[src/rtl/log_div_pkg.sv]
// log_div_pkg: shared widths and pipeline stage records for log_div_pipe
package log_div_pkg;
  localparam int OP_W = 16;
  localparam int MANT_W = 15;
  localparam int EXP_W = 5;
  typedef struct packed {
    logic [3:0]        ka;
    logic [3:0]        kb;
    logic [MANT_W-1:0] xa;
    logic [MANT_W-1:0] xb;
    logic              za;
    logic              zb;
  } s1_t;
  typedef struct packed {
    logic [MANT_W:0]  mant;
    logic [EXP_W-1:0] exp;
    logic             za;
    logic             zb;
  } s2_t;
endpackage

[src/rtl/log_div_lod.sv]
// log_div_lod: leading-one detector and normaliser giving characteristic k and 0.15 mantissa x
module log_div_lod
  import log_div_pkg::*;
(
  input  logic [OP_W-1:0]   a,
  output logic [3:0]        k,
  output logic [MANT_W-1:0] x
);
  always_comb begin
    k = '0;
    for (int i = 0; i < OP_W; i++) if (a[i]) k = 4'(i);
    x = MANT_W'(a << (4'd15 - k));
  end
endmodule

[src/rtl/log_div_pipe.sv]
// log_div_pipe: 3-stage Mitchell log divider with valid/ready handshake
// Define LOG_DIV_ROUND_EN to round half up on the antilog right shift instead of truncating.
module log_div_pipe
  import log_div_pkg::*;
#(
  parameter int FRAC = 8
) (
  input  logic                 clk,
  input  logic                 rst_n,
  input  logic                 in_valid,
  output logic                 in_ready,
  input  logic [OP_W-1:0]      dividend,
  input  logic [OP_W-1:0]      divisor,
  output logic                 out_valid,
  input  logic                 out_ready,
  output logic [OP_W+FRAC-1:0] quotient,
  output logic                 div_by_zero
);
  localparam int QW = OP_W + FRAC;
  s1_t s1, s1_d;
  s2_t s2, s2_d;
  logic s1_v, s2_v, en1, en2, en3;
  logic [3:0] ka, kb;
  logic [MANT_W-1:0] xa, xb;
  logic [OP_W-1:0] d;
  logic [6:0] amt;
  logic [63:0] big;
  logic [QW-1:0] q_d;
  assign en3 = !out_valid || out_ready;
  assign en2 = !s2_v || en3;
  assign en1 = !s1_v || en2;
  assign in_ready = en1;
  log_div_lod u_lod_a (.a(dividend), .k(ka), .x(xa));
  log_div_lod u_lod_b (.a(divisor), .k(kb), .x(xb));
  assign s1_d = '{ka: ka, kb: kb, xa: xa, xb: xb, za: dividend == '0, zb: divisor == '0};
  // a negative mantissa difference borrows one octave: 1+d becomes 2+d with exp-1, same low bits
  assign d = {1'b0, s1.xa} - {1'b0, s1.xb};
  assign s2_d = '{mant: {1'b1, d[MANT_W-1:0]},
                  exp: EXP_W'({1'b0, s1.ka}) - EXP_W'({1'b0, s1.kb}) - EXP_W'(d[OP_W-1]),
                  za: s1.za, zb: s1.zb};
  // mant sits at 2^32 in big so every net shift (exp+FRAC-15) becomes one right shift by amt
  always_comb begin
    amt = 7'(47 - FRAC) - {{2{s2.exp[EXP_W-1]}}, s2.exp};
`ifdef LOG_DIV_ROUND_EN
    big = ({16'b0, s2.mant, 32'b0} + (64'd1 << (amt - 7'd1))) >> amt;
`else
    big = {16'b0, s2.mant, 32'b0} >> amt;
`endif
    q_d = s2.zb ? '1 : s2.za ? '0 : (|big[63:QW]) ? '1 : big[QW-1:0];
  end
  always_ff @(posedge clk or negedge rst_n) begin
    if (!rst_n) begin
      s1_v <= 1'b0;
      s2_v <= 1'b0;
      out_valid <= 1'b0;
      s1 <= '0;
      s2 <= '0;
      quotient <= '0;
      div_by_zero <= 1'b0;
    end else begin
      if (en1) s1_v <= in_valid;
      if (en1 && in_valid) s1 <= s1_d;
      if (en2) s2_v <= s1_v;
      if (en2 && s1_v) s2 <= s2_d;
      if (en3) out_valid <= s2_v;
      if (en3 && s2_v) begin
        quotient <= q_d;
        div_by_zero <= s2.zb;
      end
    end
  end
endmodule
[config.mk]
export PLATFORM = sky130hd
export DESIGN_NAME = log_div_pipe
export DESIGN_NICKNAME = d
export VERILOG_FILES = /design/src/rtl/log_div_pkg.sv /design/src/rtl/log_div_lod.sv /design/src/rtl/log_div_pipe.sv
export SDC_FILE = /design/constraint.sdc
export NUM_CORES = 1
export LEC_CHECK = 0
export CAP_MARGIN = 20
export CORE_MARGIN = 4
export CORE_UTILIZATION = 50
export DETAILED_ROUTE_END_ITERATION = 12
export HOLD_SLACK_MARGIN = 0.06
export PLACE_DENSITY_LB_ADDON = 0.3
export SKIP_CTS_REPAIR_TIMING = 1
export SLEW_MARGIN = 20
export SYNTH_ARGS = -nofsm -noshare
export SYNTH_HDL_FRONTEND = slang
export SYNTH_SLANG_ARGS = --single-unit
[constraint.sdc]
create_clock -name clk -period 6.3 [get_ports clk]
set_input_delay 1.26 -clock clk [delete_from_list [all_inputs] [get_ports clk]]
set_output_delay 1.26 -clock clk [all_outputs]
set_load 0.01 [all_outputs]
==> run_results.csv, run 1 <==
group,metric,value,unit
grt,grt_use_total,24.5,%
routing,ant_nets,0,
yosys,yosys.area.top_type_share,29.5,%
yosys,synth.cell_area,7710,um2
sta,relSlewSlack,41.2,%
cts,clk_pin_slew,60,ps
yosys,avgSynthCellArea,7.91,um2
worst_setup_path,arrival,2670,ps
yosys,synthTopCellsByCount,"nand2_1 (119), o21ai_0 (114), nor2_1 (94), dfrtp_1 (91), inv_1 (51)",
cts,insertion_delay,350,ps
grt,grt_pass1_vias,6855,
sta,slew_viol_final,0,
yosys,synth_edf_count,0,
finish,drive_gt1_share,6.37,%
sta,min_period,3930,ps
sta,hold_viol_final,0,
routing,drc,0,
flow_run,maxCapViolCount,0,
worst_setup_path,startpoint_type,"input pin",
grt,grt_antenna_before_repair,0,
placed_design,io_buffers,62,
floorplan,die_area,17500,um2
yosys,ys_seq_area_share,29.5,%
routing,vias,7628,
yosys,ys_ff_latch,91,
grt,grt-ovfl-total,0,
placed_design,routabilityCongestion,0.993,
floorplan,die_x,132,um
routing,drtIter0Drc,764,
sta,worst_pin_slew,882,ps
placed_design,dpl.hpwl,16200,um
yosys,netlist_instances,975,
finish,finalNonFillerCells,1192,
finish,n_antenna_cell,0,
cts,clockBufferDepth,2,
floorplan,start_util,50.9,%
routing,drt_pass1_iterations,6,
cts,cts_made_buffers,9,
sta,skew,8.48,ps
yosys,ys.flop_type,"dfrtp_1",
yosys,synth_cell_types,78,
sta,finalCritPeriodShare,62.4,%
power,p_leak,3.55,nW
yosys,synth.most_common_cell,"nand2_1",
floorplan,die_h,132,um
yosys,syn-num-nets,1036,
finish,area_growth,13.6,%
worst_setup_path,required,5040,ps
sta,rsz0062_at_grt,"no",
grt,grt_first_pass_wirelength,35700,um
worst_setup_path,critPathKind,"in2out",
power,p_per_area,428,nW/um2
grt,grt_start_max_net_pins,53,
yosys,synth_area_leaders,"dfrtp_1 (30%), o21ai_0 (7.4%), nand2_1 (5.8%), nor2_1 (4.6%), mux4_2 (4.1%)",
yosys,ys_warn_count,0,
finish,final_net_count,1060,
routing,vias_per_cell,6.40,
routing,drt-wirelength-per-cell,18.3,um
hold_path,hold_class,"reg2reg",
worst_setup_path,end_kind,"output port",
power,ir_drop,0.189,mV
cts,tritoncts,"built",
sta,fmax,0.255,GHz
routing,drt-total-wl,21800,um
yosys,yosys.area.top_type,"dfrtp_1",
cts,root_buffer,"clkbuf_16",
cts,htreeDepth,3,
worst_setup_path,cp_max_fo,5,
sta,hold_slack,495,ps
floorplan,rows,45,
sta,setup-tns-final,0,ps
placed_design,placedCellCount,1176,
floorplan,pin_count,63,
status,status,"finished clean",
floorplan,coreArea,15100,um2
yosys,async_flop_share,100,%
sta,finalSetupViolCount,0,
cts,cts.sinks,91,
## worst max-delay path: stages
cell and delay (ps):
clkdlybuf4s50_1 420, nor2b_1 270, nand3_1 200, clkdlybuf4s50_1 520
## final cells by class
type,count,area [um2]
timing repair buffer,75,716
multi-input combinational,770,4970
sequential,91,2280
clock inverter,7,146
fill,1390,6380
inverter,52,195
clock buffer,9,225
tap,188,235
## placed cells by master, fill, tap and decap left out, drive strengths merged, types with 12 or more instances in the layout
| cell | count |
|---|---|
| nor4 | 13 |
| nand2 | 119 |
| a211oi | 29 |
| inv | 53 |
| ha | 22 |
| nand2b | 13 |
| nor2 | 94 |
| nand3 | 44 |
| a22oi | 12 |
| mux2i | 13 |
| clkdlybuf4s50 | 61 |
| mux4 | 15 |
| nor3 | 18 |
| o22ai | 12 |
| buf | 14 |
| a21oi | 34 |
| o21a | 12 |
| dfrtp | 91 |
| o211ai | 19 |
| o21ai | 114 |
## worst paths after layout
check	endpoint	cells past startpoint	slack, ps	startpoint
worst min register to register	s2_v$_DFFE_PN0P_	1	490	s1_v$_DFFE_PN0N_
min in group asynchronous	quotient[14]$_DFFE_PN0P_	1	870	rst_n
max in group asynchronous	s1[31]$_DFFE_PN0P_	2	4380	rst_n
worst min-delay path	s2_v$_DFFE_PN0P_	1	490	s1_v$_DFFE_PN0N_
worst max register to register	s2[6]$_DFFE_PN0P_	18	2410	s1[19]$_DFFE_PN0P_
worst max-delay path	in_ready	4	2370	out_ready
## logic make-up after synthesis
kind of cell / after synthesis / share of synthesized area, %
AND/OR/NAND/NOR: 352 / 21.1
XOR/XNOR: 16 / 1.82
AO/OA/AOI/OAI: 339 / 29.5
adder cells (fa/ha/maj): 25 / 4.35
flip-flops: 91 / 29.5
multiplexers: 38 / 7.63
buffers and inverters: 114 / 6.05
## state kept, by name, indices dropped and copies added, names as in the netlist
name,count
s2_v,1
s1_v,1
out_valid,1
div_by_zero,1
quotient,24
s2,23
s1,40
## stage by stage
step | setup slack, ps | instance area (um2) | total power [mW] | util [%]
finish | 2370 | 8760 | 3.75 | 57.9
CTS | 2360 | 8760 | 3.72 | 57.9
global placement | 2270 | 8390 | 3.02 | 55.4
global route | 2070 | 8760 | 4.00 | 57.9
detailed placement | 2300 | 8390 | 3.04 | 55.4
floorplan | 2830 | 7710 | 2.44 | -
## power by group
| part | internal (mW) | leakage (nW) | switching (mW) |
|---|---|---|---|
| Clock | 0.431 | 0.181 | 0.238 |
| Sequential | 0.766 | 1.09 | 0.168 |
| Combinational | 0.917 | 2.29 | 1.23 |
## layer usage
metal  global-route usage [%]  wire length, um  part of all wire (%)
met4                     9.24              680                   3.1
met2                     41.0            10500                    48
met3                     3.21             1160                   5.3
met1                     32.6             9510                    44
met5                        0                0                     0
Power figures use the tool's default switching activity.
==> inputs of run 2 (changes only) <==
- clock period: 6.3 -> 3.3 ns (I/O delays scaled with it)
==> run 2 against run 1 <==
The flow now finishes with violations (negative setup slack). Count of clock-buffer cells in the layout is the same. Register-to-register slack lost 2700 ps. Final cell count grew 6.2%. Clock power grew 55%. Combinational power grew 100%. Design area grew 6.3%. Via count grew 4.3%. Utilization grew 3.7 points. Sequential cell count is the same. Global-route usage grew 1.0 points. Clock skew grew 3.7 ps. Critical path type is now reg2reg.
==> run_results.csv, run 2 (synthesized netlist as in run 1, its figures left out) <==
group,metric,value,unit
status,status,"finished, violations left",
status,violations,"negative setup slack",
sta,finalSetupViolCount,4,
floorplan,die_h,132,um
routing,drt_pass1_iterations,6,
sta,worst_pin_slew,748,ps
finish,area_growth,20.8,%
power,comb_power_share,60.3,%
finish,largest_register,"s1",
worst_setup_path,cp_max_fo,2,
floorplan,die_x,132,um
worst_setup_path,r2r_setup_slack,-310,ps
cts,cts_made_buffers,9,
floorplan,die_area,17500,um2
placed_design,dpl.hpwl,17600,um
cts,htreeDepth,3,
sta,rsz0062_at_grt,"yes",
power,ir_drop,0.315,mV
routing,drtIter0Drc,637,
worst_setup_path,r2r-start,"s1[4]$_DFFE_PN0P_",
finish,reg.largest.list,"s1 (40), quotient (24), s2 (23)",
floorplan,pin_count,63,
sta,skew,12.2,ps
cts,tritoncts,"built",
power,p_int,3.98,mW
floorplan,rows,45,
routing,drt-wirelength-per-cell,18.1,um
power,switching_share,45.1,%
worst_setup_path,startpoint_type,"flop",
sta,fmax,0.277,GHz
routing,drt-total-wl,22900,um
floorplan,coreArea,15100,um2
placed_design,routabilityCongestion,0.952,
finish,mostFrequentLayoutCell,"nand2_1",
sta,finalCritPeriodShare,109,%
power,p_seq_share,25.3,%
sta,hold_slack,320,ps
sta,relSlewSlack,49.9,%
worst_setup_path,endpoint,"s2[6]$_DFFE_PN0P_",
worst_setup_path,startpoint,"s1[4]$_DFFE_PN0P_",
floorplan,start_util,50.9,%
cts,clk_pin_slew,80,ps
routing,ant_nets,0,
finish,drive_gt1_share,14.1,%
grt,grt_use_total,25.5,%
cts,clockBufferDepth,2,
finish,n_antenna_cell,0,
finish,final_net_count,1134,
sta,hold_viol_final,0,
finish,layout_common_cells,"nand2_1 (119), o21ai_0 (109), nor2_1 (93)",
sta,worst_slack,-307,ps
grt,grt-ovfl-total,0,
worst_setup_path,ff2ff_path_depth,18,
worst_setup_path,worst_r2r_endpoint,"s2[6]$_DFFE_PN0P_",
routing,vias_per_cell,6.28,
cts,root_buffer,"clkbuf_16",
grt,grt_start_max_net_pins,81,
power,power.share.clock,14.4,%
power,p_per_area,778,nW/um2
worst_setup_path,required,3530,ps
worst_setup_path,critPathKind,"reg2reg",
finish,final_core_util,61.5,%
placed_design,io_buffers,62,
grt,grt_antenna_before_repair,0,
power,power_switching,3.27,mW
hold_path,hold_class,"in2async",
cts,cts.sinks,91,
flow_run,maxCapViolCount,0,
sta,slew_viol_final,0,
cts,insertion_delay,360,ps
sta,min_period,3610,ps
worst_setup_path,end_kind,"flop",
grt,grt_first_pass_wirelength,37200,um
grt,grt_pass1_vias,7319,
power,p_leak,3.89,nW
routing,vias,7955,
routing,drc,0,
worst_setup_path,arrival,3830,ps
finish,largest_reg_flops,40,
==> run 2: power by group through the flow <==
| stage | logic [mW] | clock network, mW | registers (mW) |
|---|---|---|---|
| 2_1_floorplan | 2.91 | 0 | 1.76 |
| 3_3_place_gp | 4.18 | 0 | 1.83 |
| 3_5_place_dp | 4.22 | 0 | 1.85 |
| 4_1_cts | 4.24 | 1.07 | 1.83 |
| 5_1_grt | 4.74 | 1.12 | 1.89 |
| 6_report | 4.37 | 1.04 | 1.83 |
==> run 2: worst min-delay path by stage <==
stage                           start                  endpoint  cells past startpoint
floorplan                       rst_n   div_by_zero$_DFFE_PN0P_                      0
global placement    s1[0]$_DFFE_PN0P_         s1[0]$_DFFE_PN0P_                      2
detailed placement  s1[0]$_DFFE_PN0P_         s1[0]$_DFFE_PN0P_                      2
CTS                  s1_v$_DFFE_PN0N_          s2_v$_DFFE_PN0P_                      1
global route                    rst_n  quotient[14]$_DFFE_PN0P_                      1
finish                          rst_n  quotient[14]$_DFFE_PN0P_                      1
==> run 2: final cells by class <==
type	count	area, um2
Tap cell	188	235
Timing Repair Buffer	149	1280
Inverter	52	195
Fill cell	1362	5830
Clock buffer	9	225
Clock inverter	7	76.3
Sequential cell	91	2280
Multi-Input combinational cell	770	5030
==> run 2: routing by layer <==
metal	part of all wire (%)	vias up	GRT usage, %
met5	0	-	0
met4	2.6	0	8.83
met3	5.3	50	3.09
met2	50	290	44.0
met1	42	3787	33.4
li1	-	3828	-
==> run 2: per-stage QoR <==
stage / area (um2) / setup WS (ps) / setup TNS [ps] / power [mW] / std cells
3_5_place_dp: 8940 / -295 / -703 / 6.07 / 1249
4_1_cts: 9250 / -311 / -754 / 7.14 / 1265
6_report: 9320 / -307 / -628 / 7.25 / 1266
2_1_floorplan: 7720 / -120 / -120 / 4.66 / 975
5_1_grt: 9320 / -471 / -1460 / 7.74 / 1266
3_3_place_gp: 8940 / -192 / -353 / 6.01 / 1249
==> run 2: critical path: stages (launching register included) <==
cell	delay, ps
dfrtp_1	370
inv_2	80
ha_4	210
o21ai_2	160
a21oi_2	50
o41a_1	350
a211oi_2	320
o31ai_2	130
a21oi_1	160
o21bai_1	90
fa_1	530
ha_2	220
nor2_4	50
fa_2	340
nand2_1	100
a21oi_2	70
xor2_1	140
nor2_1	80
a21oi_1	40
